==> src/rtl/tmds_encoder_pipe.sv <==
// Multi-channel two-stage TMDS 8b/10b encoder.
// Stage 1 registers the transition-minimised word q_m (plus ve/control);
// stage 2 registers the DC-balanced 10-bit symbol and running disparity.
module tmds_encoder_pipe #(
  parameter int NUM_CH = 3
) (
  input  logic                  clk_in,
  input  logic                  rst_in,
  input  logic [8*NUM_CH-1:0]   data_in,
  input  logic [2*NUM_CH-1:0]   control_in,
  input  logic                  ve_in,
  output logic [10*NUM_CH-1:0]  tmds_out,
  output logic [5*NUM_CH-1:0]   tally_out
);

  function automatic logic [3:0] popcount8(input logic [7:0] v);
    logic [3:0] n;
    n = 4'd0;
    for (int i = 0; i < 8; i++) begin
      n = n + {3'd0, v[i]};
    end
    return n;
  endfunction

  logic ve_reg;

  // Video-enable delay into stage 2, shared by every channel.
  always_ff @(posedge clk_in) begin
    if (rst_in) begin
      ve_reg <= 1'b0;
    end else begin
      ve_reg <= ve_in;
    end
  end

  genvar gi;
  generate
    for (gi = 0; gi < NUM_CH; gi++) begin : g_ch
      logic [7:0] din;
      logic [1:0] ctrl_reg;
      logic [8:0] q_m_next;
      logic [8:0] q_m_reg;
      logic [3:0] n1_din;
      logic [3:0] n1_qm;
      logic       use_xnor;
      // bal holds N1-N0 of q_m[7:0] as a 5-bit two's complement value.
      logic [4:0] bal;
      logic [4:0] tally_reg;
      logic [4:0] tally_next;
      logic [9:0] sym_reg;
      logic [9:0] sym_next;
      logic       t_zero;
      logic       t_pos;
      logic       t_neg;

      assign din = data_in[8*gi +: 8];

      // Stage 1: choose XOR or XNOR chaining to minimise transitions.
      always_comb begin
        n1_din      = popcount8(din);
        use_xnor    = (n1_din > 4'd4) || ((n1_din == 4'd4) && !din[0]);
        q_m_next    = 9'd0;
        q_m_next[0] = din[0];
        for (int i = 1; i < 8; i++) begin
          q_m_next[i] = use_xnor ? ~(q_m_next[i-1] ^ din[i])
                                 :  (q_m_next[i-1] ^ din[i]);
        end
        q_m_next[8] = ~use_xnor;
      end

      // Stage 1 registers: q_m and the control pair travelling alongside it.
      always_ff @(posedge clk_in) begin
        if (rst_in) begin
          q_m_reg  <= 9'd0;
          ctrl_reg <= 2'd0;
        end else begin
          q_m_reg  <= q_m_next;
          ctrl_reg <= control_in[2*gi +: 2];
        end
      end

      // Stage 2: control tokens during blanking, DC balancing during video.
      always_comb begin
        n1_qm      = popcount8(q_m_reg[7:0]);
        bal        = {n1_qm, 1'b0} - 5'd8;
        t_zero     = (tally_reg == 5'd0);
        t_neg      = tally_reg[4];
        t_pos      = !t_neg && !t_zero;
        sym_next   = 10'd0;
        tally_next = tally_reg;
        if (!ve_reg) begin
          tally_next = 5'd0;
          case (ctrl_reg)
            2'b00:   sym_next = 10'b1101010100;
            2'b01:   sym_next = 10'b0010101011;
            2'b10:   sym_next = 10'b0101010100;
            default: sym_next = 10'b1010101011;
          endcase
        end else if (t_zero || (n1_qm == 4'd4)) begin
          sym_next   = {~q_m_reg[8], q_m_reg[8],
                        q_m_reg[8] ? q_m_reg[7:0] : ~q_m_reg[7:0]};
          tally_next = q_m_reg[8] ? (tally_reg + bal) : (tally_reg - bal);
        end else if ((t_pos && (n1_qm > 4'd4)) || (t_neg && (n1_qm < 4'd4))) begin
          sym_next   = {1'b1, q_m_reg[8], ~q_m_reg[7:0]};
          tally_next = tally_reg + {3'd0, q_m_reg[8], 1'b0} - bal;
        end else begin
          sym_next   = {1'b0, q_m_reg[8], q_m_reg[7:0]};
          tally_next = tally_reg + bal - (q_m_reg[8] ? 5'd0 : 5'd2);
        end
      end

      // Stage 2 registers: symbol and disparity update on the same edge.
      always_ff @(posedge clk_in) begin
        if (rst_in) begin
          sym_reg   <= 10'd0;
          tally_reg <= 5'd0;
        end else begin
          sym_reg   <= sym_next;
          tally_reg <= tally_next;
        end
      end

      assign tmds_out[10*gi +: 10] = sym_reg;
      assign tally_out[5*gi +: 5]  = tally_reg;
    end
  endgenerate

endmodule

==> config.mk <==
export PLATFORM = sky130hd
export DESIGN_NAME = tmds_encoder_pipe
export DESIGN_NICKNAME = d
export VERILOG_FILES = /design/src/rtl/tmds_encoder_pipe.sv
export SDC_FILE = /design/constraint.sdc
export NUM_CORES = 1
export LEC_CHECK = 0
export ABC_AREA = 1
export ABC_CLOCK_PERIOD_IN_PS = 11390
export BUFFER_PORTS_ARGS = -buffer_cell sky130_fd_sc_hd__buf_2
export CELL_PAD_IN_SITES_DETAIL_PLACEMENT = 1
export CELL_PAD_IN_SITES_GLOBAL_PLACEMENT = 2
export CORE_MARGIN = 2
export CORE_UTILIZATION = 37
export CTS_CLUSTER_SIZE = 24
export DETAILED_ROUTE_END_ITERATION = 8
export PLACE_DENSITY_LB_ADDON = 0.1
export SYNTH_ARGS = -nofsm -noshare
export SYNTH_HDL_FRONTEND = slang
export SYNTH_SLANG_ARGS = --single-unit
==> constraint.sdc <==
create_clock -name clk_in -period 11.39 [get_ports clk_in]
set_clock_uncertainty 0.15 [all_clocks]
set_input_delay 0.5695 -clock clk_in [delete_from_list [all_inputs] [get_ports clk_in]]
set_output_delay 0.5695 -clock clk_in [all_outputs]
set_load 0.1 [all_outputs]
Word level (Yosys, flattened, before mapping)
Cells that the tools add are included.
{"block": "classes", "reduce_logical": 37, "bitwise_logic": 52, "n_lt_le_gt_ge": 9, "n_addsub": 60, "muxes": 48, "n_eq_ne": 12}
{"operator": "4-bit by 1-bit adder with 4-bit output", "n": 24}
{"operator": "10-bit two-way mux", "n": 9}
{"operator": "10-bit case mux with 3 select lines", "n": 3}
{"operator": "5-bit two-way mux", "n": 9}
{"operator": "5-bit subtractor", "n": 6}
{"operator": "1-bit inverter", "n": 28}
{"operator": "3-bit by 1-bit adder with 4-bit output", "n": 6}
{"operator": "4-bit by 3-bit == test with 1-bit output, second input constant", "n": 6}
{"operator": "4-bit by 3-bit > comparator with 1-bit output, second input constant", "n": 6}
{"operator": "8-bit two-way mux", "n": 3}
{"operator": "8-bit inverter", "n": 3}
{"operator": "1-bit two-way mux", "n": 21}
{"operator": "1-bit bitwise XOR", "n": 21}
{"operator": "2-bit by 1-bit adder with 3-bit output", "n": 6}
{"operator": "5-bit by 2-bit adder with 5-bit output", "n": 3}
{"operator": "5-bit adder", "n": 3}
{"operator": "5-bit logical NOT", "n": 3}
{"operator": "5-bit by 2-bit subtractor with 5-bit output", "n": 3}
{"operator": "5-bit by 4-bit subtractor with 5-bit output, second input constant", "n": 3}
{"operator": "1-bit by 1-bit adder with 2-bit output", "n": 6}
{"operator": "1-bit logical AND", "n": 12}
{"operator": "4-bit by 3-bit < comparator with 1-bit output, second input constant", "n": 3}
{"operator": "1-bit logical NOT", "n": 9}
{"operator": "1-bit logical OR", "n": 9}
{"operator": "other kinds (5)", "n": 13}
{"block": "totals", "inputBits": 33, "wordCells": 231, "ff_bits": 79, "out_inout_bits": 45}

Logic depth before layout (Yosys ltp)
Gate-level depths: netlist of the first run.
{"block": "logic_depth", "depth_word": 29, "ltp_mapped": 21, "depth_no_buf": 21}

Worst setup path before layout of the first run
Ideal clock, no wire load.
{"block": "synth_path", "path_kind": "reg2reg", "from": "reg g_ch[1].q_m_reg[0]", "to": "reg g_ch[1].tally_reg[4]", "arrival_ns": 4.183, "setup_ns": 0.070, "path_stages_with_launch": 21, "period_less_slack_ns": 4.403, "setup_slack_ns": 6.987, "n_path_buf": 0, "t_required_ns": 11.170, "path_cell_list": "dfxtp_1 fa_1 inv_1 fa_1 fa_1 inv_1 ha_1 fa_1 inv_1 ha_1 inv_1 fa_1 inv_1 nand2_1 nand2_1 or2_2 nand2_1 nand2_1 o21ai_0 nand2_1 a21oi_1"}
{"block": "synth_between", "elab_chain_cells": 12, "elab_cells_between_ends": 22, "classes_between": "12 x add/sub; 2 x order compare; 1 x eq/ne; 3 x mux; 4 x reduce/logical"}
{"element": "start, declared", "line_no": "42", "text": "logic [8:0] q_m_reg;"}
{"element": "start signal, assigned", "line_no": "77", "text": "q_m_reg <= q_m_next;"}
{"element": "1-bit by 1-bit adder with 2-bit output *", "line_no": "20", "text": "n = n + {3'd0, v[i]};"}
{"element": "2-bit by 1-bit adder with 3-bit output *", "line_no": "20"}
{"element": "3-bit by 1-bit adder with 4-bit output *", "line_no": "20"}
{"element": "4-bit by 1-bit adder with 4-bit output * (4 in a row)", "line_no": "20"}
{"element": "5-bit by 4-bit subtractor with 5-bit output, or another cell as far along", "line_no": "85", "text": "bal = {n1_qm, 1'b0} - 5'd8;"}
{"element": "5-bit adder / 1-bit logical AND (equally long branches)", "line_no": "102, 108, 103"}
{"element": "5-bit by 2-bit subtractor with 5-bit output / 1-bit logical OR (equally long branches)", "line_no": "108, 103"}
{"element": "5-bit two-way mux", "line_no": "103", "text": "end else if ((t_pos && (n1_qm > 4'd4)) || (t_neg && (n1_qm < 4'd4))) begin"}
{"element": "5-bit two-way mux *", "line_no": "99", "text": "end else if (t_zero || (n1_qm == 4'd4)) begin"}
{"element": "end signal, assigned", "line_no": "119", "text": "tally_reg <= tally_next;"}
{"element": "end, declared", "line_no": "48", "text": "logic [4:0] tally_reg;"}
Every way passes the cells marked *; elsewhere a longest branch is shown, timed or not.
A chain may end at the register's enable or synchronous reset.

Final worst setup path of the first run
Same ends and word-level chain as after synthesis.

==> summary.txt, run 1 <==
crit-path leading delay family = adder cells
chain of cells forming the critical path = fa_1 > inv_1 > fa_1 > fa_1 > inv_1 > ha_1 > fa_1 > xnor2_1 > inv_1 > ha_1 > ha_1 > inv_1 > nand2_1 > or2_2 > nand2_1 > nand2_1 > o21ai_0 > nand2_1 > a21oi_1
Post-CTS Setup Bufs = 0
setup TNS = 0 ns
CTS resizes = 0
Detailed Place HPWL = 12710 um
Finish-stage setup viols = 0
area leader, netlist = dfxtp_1
share of cells above drive strength 1 = 0.1482
Overflow after GRT = 0
CP Max Fanout = 5
FFs w/ async S/R, synth = 0
CTS tree = built
Design Area, Final = 0.006945 mm2
Final Hold Vio Count = 0
slowest stage delay, CP = 0.54 ns
Hold Path Depth = 3
post-place instance area = 0.006604 mm2
I/O pin count = 78
initial core utilization = 0.3783
die area = 0.01728 mm2
Syn Inst Count = 795
final net count = 1013
detailed-route wire length per cell = 13.99 um
Hold Startpoint = control_in[0]
drt via density = 4.629
Routed WL = 15290 um
Crit-path slowest cell = fa_1
most frequent cells after synthesis = nand2_1 (170), inv_1 (147), dfxtp_1 (76)
WP data required = 11.50 ns
antenna violations before repair = 0
critical path endpoint category = register
TritonCTS Buffers = 9
Final Max Slew Viols = 0
arrival time worst endpoint = 4.78 ns
worst skew pair latency = 0.33 ns
clk sink count = 76
Synth Register Bits = 76
largest net degree at the start of global routing = 31
WHS Endpoint = g_ch[0].ctrl_reg[0]
clk slew on worst S/H paths = 0.06 ns
Syn Area/Cell = 7.559 um2
Slew headroom = 0.5569
Post-route DRC = 0
Detailed Routing Iterations Pass 1 = 4
Max Cap Viol = 0
worst slew pin tran = 0.6639 ns
vias in the first global route = 5356
r2r startpoint = g_ch[1].q_m_reg[0]
antenna cells = 0
CP Buf/Inv Count = 4
reg-to-reg slack, setup = 6.72 ns
Most used DFF post-synth = dfxtp_1
r2r endpoint = g_ch[1].tally_reg[4]
max reg flops = 30
DRT iter0 DRCs = 139
Yosys top cell area share = 0.2532
CP Launch Type = register
synth top area cells = dfxtp_1 (25%), ha_1 (14%), fa_1 (13%)
core box area = 0.01589 mm2
critical path class = reg2reg
P&R area growth vs syn = 15.57%
Post-DRT Antenna Nets = 0
R2R cell count = 19
row cnt = 46
first-pass GRT wire length = 25740 um
CTS max path bufs = 2
Die H = 131.4 um
Hold-fix buffers, CTS = 0
Total GRT Usage = 0.1822
Die X = 131.4 um
Port Buf Inserts = 74
Root Driver = clkbuf_16
most numerous cell in the Yosys netlist = nand2_1
Final min period = 4.671 ns
RSZ-0062 raised after global routing = no
H-tree depth = 3
Cell Area, Synth = 0.006010 mm2
vias post-DR = 5060
min-delay worst type = in2reg
synth unique cells = 38
Yosys warning total = 0
post-route clock period utilization = 0.4101
Max Freq = 214.1 MHz
status = completed
gpl congestion = 0.8131
number of synthesized flops with an enable pin = 0
post-synthesis sequential area ratio = 0.2532
## cell families after synthesis
group / after synthesis / synth area share
compound gates: 100 / 0.09786
xor+xnor: 29 / 0.04226
fa+ha+maj: 108 / 0.2736
buf+inv: 176 / 0.1141
flops: 76 / 0.2532
other cells: 1 / 0.0006240
simple gates: 305 / 0.2184
## layout by cell type, fill, tap and decap left out, drive strengths merged
| cell type | count |
|---|---|
| nand2 | 176 |
| ha | 69 |
| buf | 75 |
| xnor2 | 12 |
| fa | 39 |
| inv | 163 |
| o21ai | 51 |
| bufinv | 3 |
| nand3 | 60 |
| xor2 | 17 |
| clkbuf | 10 |
| dfxtp | 76 |
| o22ai | 3 |
| o211ai | 10 |
| a31oi | 6 |
| a21o | 1 |
| or2 | 12 |
| clkinv | 5 |
| nor3 | 1 |
| nand2b | 1 |
| nor2 | 54 |
| a21oi | 29 |
| nand3b | 1 |
| conb | 3 |
## stage by stage
stage	util	cells	hold WS [ns]	setup slack [ns]
floorplan	-	797	0.3404	6.987
global placement	0.4157	1077	0.3823	6.870
detailed placement	0.4157	1077	0.3928	6.675
CTS	0.4372	1093	0.2968	6.687
global route	0.4372	1093	0.3140	6.349
finish	0.4372	1093	0.3094	6.719
## routing by layer
metal	vias to the layer above	share of wire	GRT usage
li1	2599	-	-
met1	2398	0.47	0.2348
met2	49	0.50	0.3223
met3	14	0.018	0.02431
met4	0	0.014	0.04408
met5	-	0	0
## area by class of cell
cell class / count / area [um2]
clock buffers: 10 / 229.0
clock inverters: 6 / 112.6
fillers: 2056 / 8940
inverters: 165 / 624.3
multi-input cells: 545 / 3810
flip-flops and latches: 76 / 1521
well taps: 216 / 270.3
repair buffers: 75 / 377.9
## worst reg2reg max path, cell delays in order, from the launching register on
cell	delay, ns
dfxtp_1	0.33
fa_1	0.54
inv_1	0.05
fa_1	0.45
fa_1	0.49
inv_1	0.04
ha_1	0.20
fa_1	0.39
xnor2_1	0.39
inv_1	0.13
ha_1	0.39
ha_1	0.22
inv_1	0.05
nand2_1	0.04
or2_2	0.29
nand2_1	0.08
nand2_1	0.05
o21ai_0	0.15
nand2_1	0.07
a21oi_1	0.11
## worst max-delay path by stage
stage / endpoint / cells after the start / startpoint
detailed placement: g_ch[1].tally_reg[4] / 19 / g_ch[1].q_m_reg[0]
finish: g_ch[1].tally_reg[4] / 19 / g_ch[1].q_m_reg[0]
floorplan: g_ch[1].tally_reg[4] / 20 / g_ch[1].q_m_reg[0]
global placement: g_ch[1].tally_reg[4] / 20 / g_ch[1].q_m_reg[0]
global route: g_ch[1].tally_reg[4] / 19 / g_ch[1].q_m_reg[0]
CTS: g_ch[1].tally_reg[4] / 19 / g_ch[1].q_m_reg[0]
Power of run 1 is not shown: default switching activity piles up to over one toggle a cycle in this logic, so the estimate is an artifact.
==> run 2: changes to the inputs <==
- ABC_CLOCK_PERIOD_IN_PS: 11390 -> 4000
- CORE_UTILIZATION: 37 -> 31
- clock period: 11.39 -> 4 ns (I/O delays scaled with it)
==> summary.txt, run 2 (same netlist as run 1, synthesis figures left out) <==
RSZ-0062 raised after global routing = yes
end-of-flow core utilization = 0.4356
WP data required = 4.05 ns
cell mode on critical path = fa_1
clk sink count = 76
Overflow after GRT = 0
core box area = 0.01889 mm2
critical path class = reg2reg
Port Buf Inserts = 74
Die H = 143.2 um
Final Max Slew Viols = 0
vias in the first global route = 5889
initial core utilization = 0.3181
post-route clock period utilization = 1.081
TritonCTS Buffers = 9
status = complete, but fails checks
slowest stage delay, CP = 0.53 ns
commonest non-fill, non-tap cell in the layout = nand2_1
most frequent cells in the layout = nand2_1 (159), inv_1 (132), buf_2 (74), dfxtp_1 (73), buf_4 (54)
CTS max path bufs = 2
worst skew pair latency = 0.34 ns
min-delay worst type = in2reg
antenna violations before repair = 0
I/O pin count = 78
final net count = 1097
CTS tree = built
final worst setup slack = -0.3254 ns
max reg flops = 30
Crit-path slowest cell = fa_1
setup TNS = -2.328 ns
failing checks = negative setup slack
Final Hold Vio Count = 0
DRT iter0 DRCs = 80
crit-path leading delay family = adder cells
drt via density = 4.433
H-tree depth = 3
gpl congestion = 0.7686
CP Buf/Inv Count = 4
P&R area growth vs syn = 36.96%
Root Driver = clkbuf_16
vias post-DR = 5413
row cnt = 50
die area = 0.02051 mm2
arrival time worst endpoint = 4.38 ns
Final min period = 4.325 ns
Max Cap Viol = 0
Die X = 143.2 um
chain of cells forming the critical path = fa_1 > inv_1 > fa_1 > fa_1 > inv_1 > ha_2 > fa_2 > xnor2_4 > buf_4 > fa_1 > inv_1 > nand2_1 > nand2_1 > or2_4 > nor2_1 > o21ai_2 > nand2_1 > a21oi_1
CP Max Fanout = 3
CP Launch Type = register
fillers = 2351
Total GRT Usage = 0.1781
Slew headroom = 0.2997
Max Freq = 231.2 MHz
Routed WL = 17170 um
share of cells above drive strength 1 = 0.3049
detailed-route wire length per cell = 14.06 um
critical path endpoint category = register
Worst Hold Margin = 0.02036 ns
clk slew on worst S/H paths = 0.06 ns
Post-route DRC = 0
worst slew pin tran = 1.039 ns
antenna cells = 0
Finish-stage setup viols = 24
largest net degree at the start of global routing = 31
Detailed Routing Iterations Pass 1 = 4
first-pass GRT wire length = 28770 um
Post-DRT Antenna Nets = 0
Detailed Place HPWL = 13550 um
[run 2: changes by cell type in the layout (fill, tap and decap cells not counted), moves of 11 or more]
cell           previous run  this run
inv_1                   147       132
nand2_1                 170       159
buf_6                     0        17
o21ai_0                  43        32
dlygate4sd3_1             0        12
ha_1                     69        51
inv_2                    14        26
buf_4                     1        54
ha_4                      0        15
[run 2: layout make-up]
type	count	area [um2]	share of cell area
Multi-Input combinational cell	546	4345	0.5280
Sequential cell	76	1525	0.1853
Clock inverter	6	73.82	0.008969
Tap cell	260	325.3	0.03953
Clock buffer	10	229.0	0.02782
Inverter	165	636.9	0.07738
Timing Repair inverter	1	7.507	0.0009121
Timing Repair Buffer	157	1087	0.1321
[run 2: worst min-delay path, stage by stage]
cell and delay (ns):
buf_2 0.11, inv_1 0.10, nor2_1 0.06
[run 2: what timing repair did]
action                                  4_1_cts  5_1_grt
resized for setup                           101       45
hold buffers                                 12        0
pin swaps                                    35       34
cloned                                        2        0
endpoints found under the setup margin       35       38
setup buffers                                17        5
endpoints found under the hold margin        12        0
[run 2: stage by stage]
| step | area, um2 | setup slack (ns) | instances |
|---|---|---|---|
| finish | 8230 | -0.3254 | 1221 |
| global route | 8230 | -0.5028 | 1221 |
| global placement | 7092 | -0.3935 | 1172 |
| detailed placement | 7092 | -0.5662 | 1172 |
| CTS | 8049 | -0.3673 | 1218 |
| floorplan | 6055 | -0.3590 | 797 |
[run 2: path summary, 6_finish.rpt]
path                      startpoint                   end  slack (ns)  cells after the start
hold reg to reg   g_ch[0].q_m_reg[1]    g_ch[0].sym_reg[1]        0.39                      3
setup reg to reg  g_ch[1].q_m_reg[0]  g_ch[1].tally_reg[4]       -0.33                     18
hold / removal           data_in[16]    g_ch[2].q_m_reg[0]        0.02                      3
setup / recovery  g_ch[1].q_m_reg[0]  g_ch[1].tally_reg[4]       -0.33                     18
[run 2: routing by layer]
metal,track usage,up-vias,part of all wire
li1,-,2769,-
met1,0.2220,2579,0.46
met2,0.3221,53,0.50
met3,0.02716,12,0.023
met4,0.04180,0,0.010
met5,0,-,0
Power of run 2 is left out for the same reason.
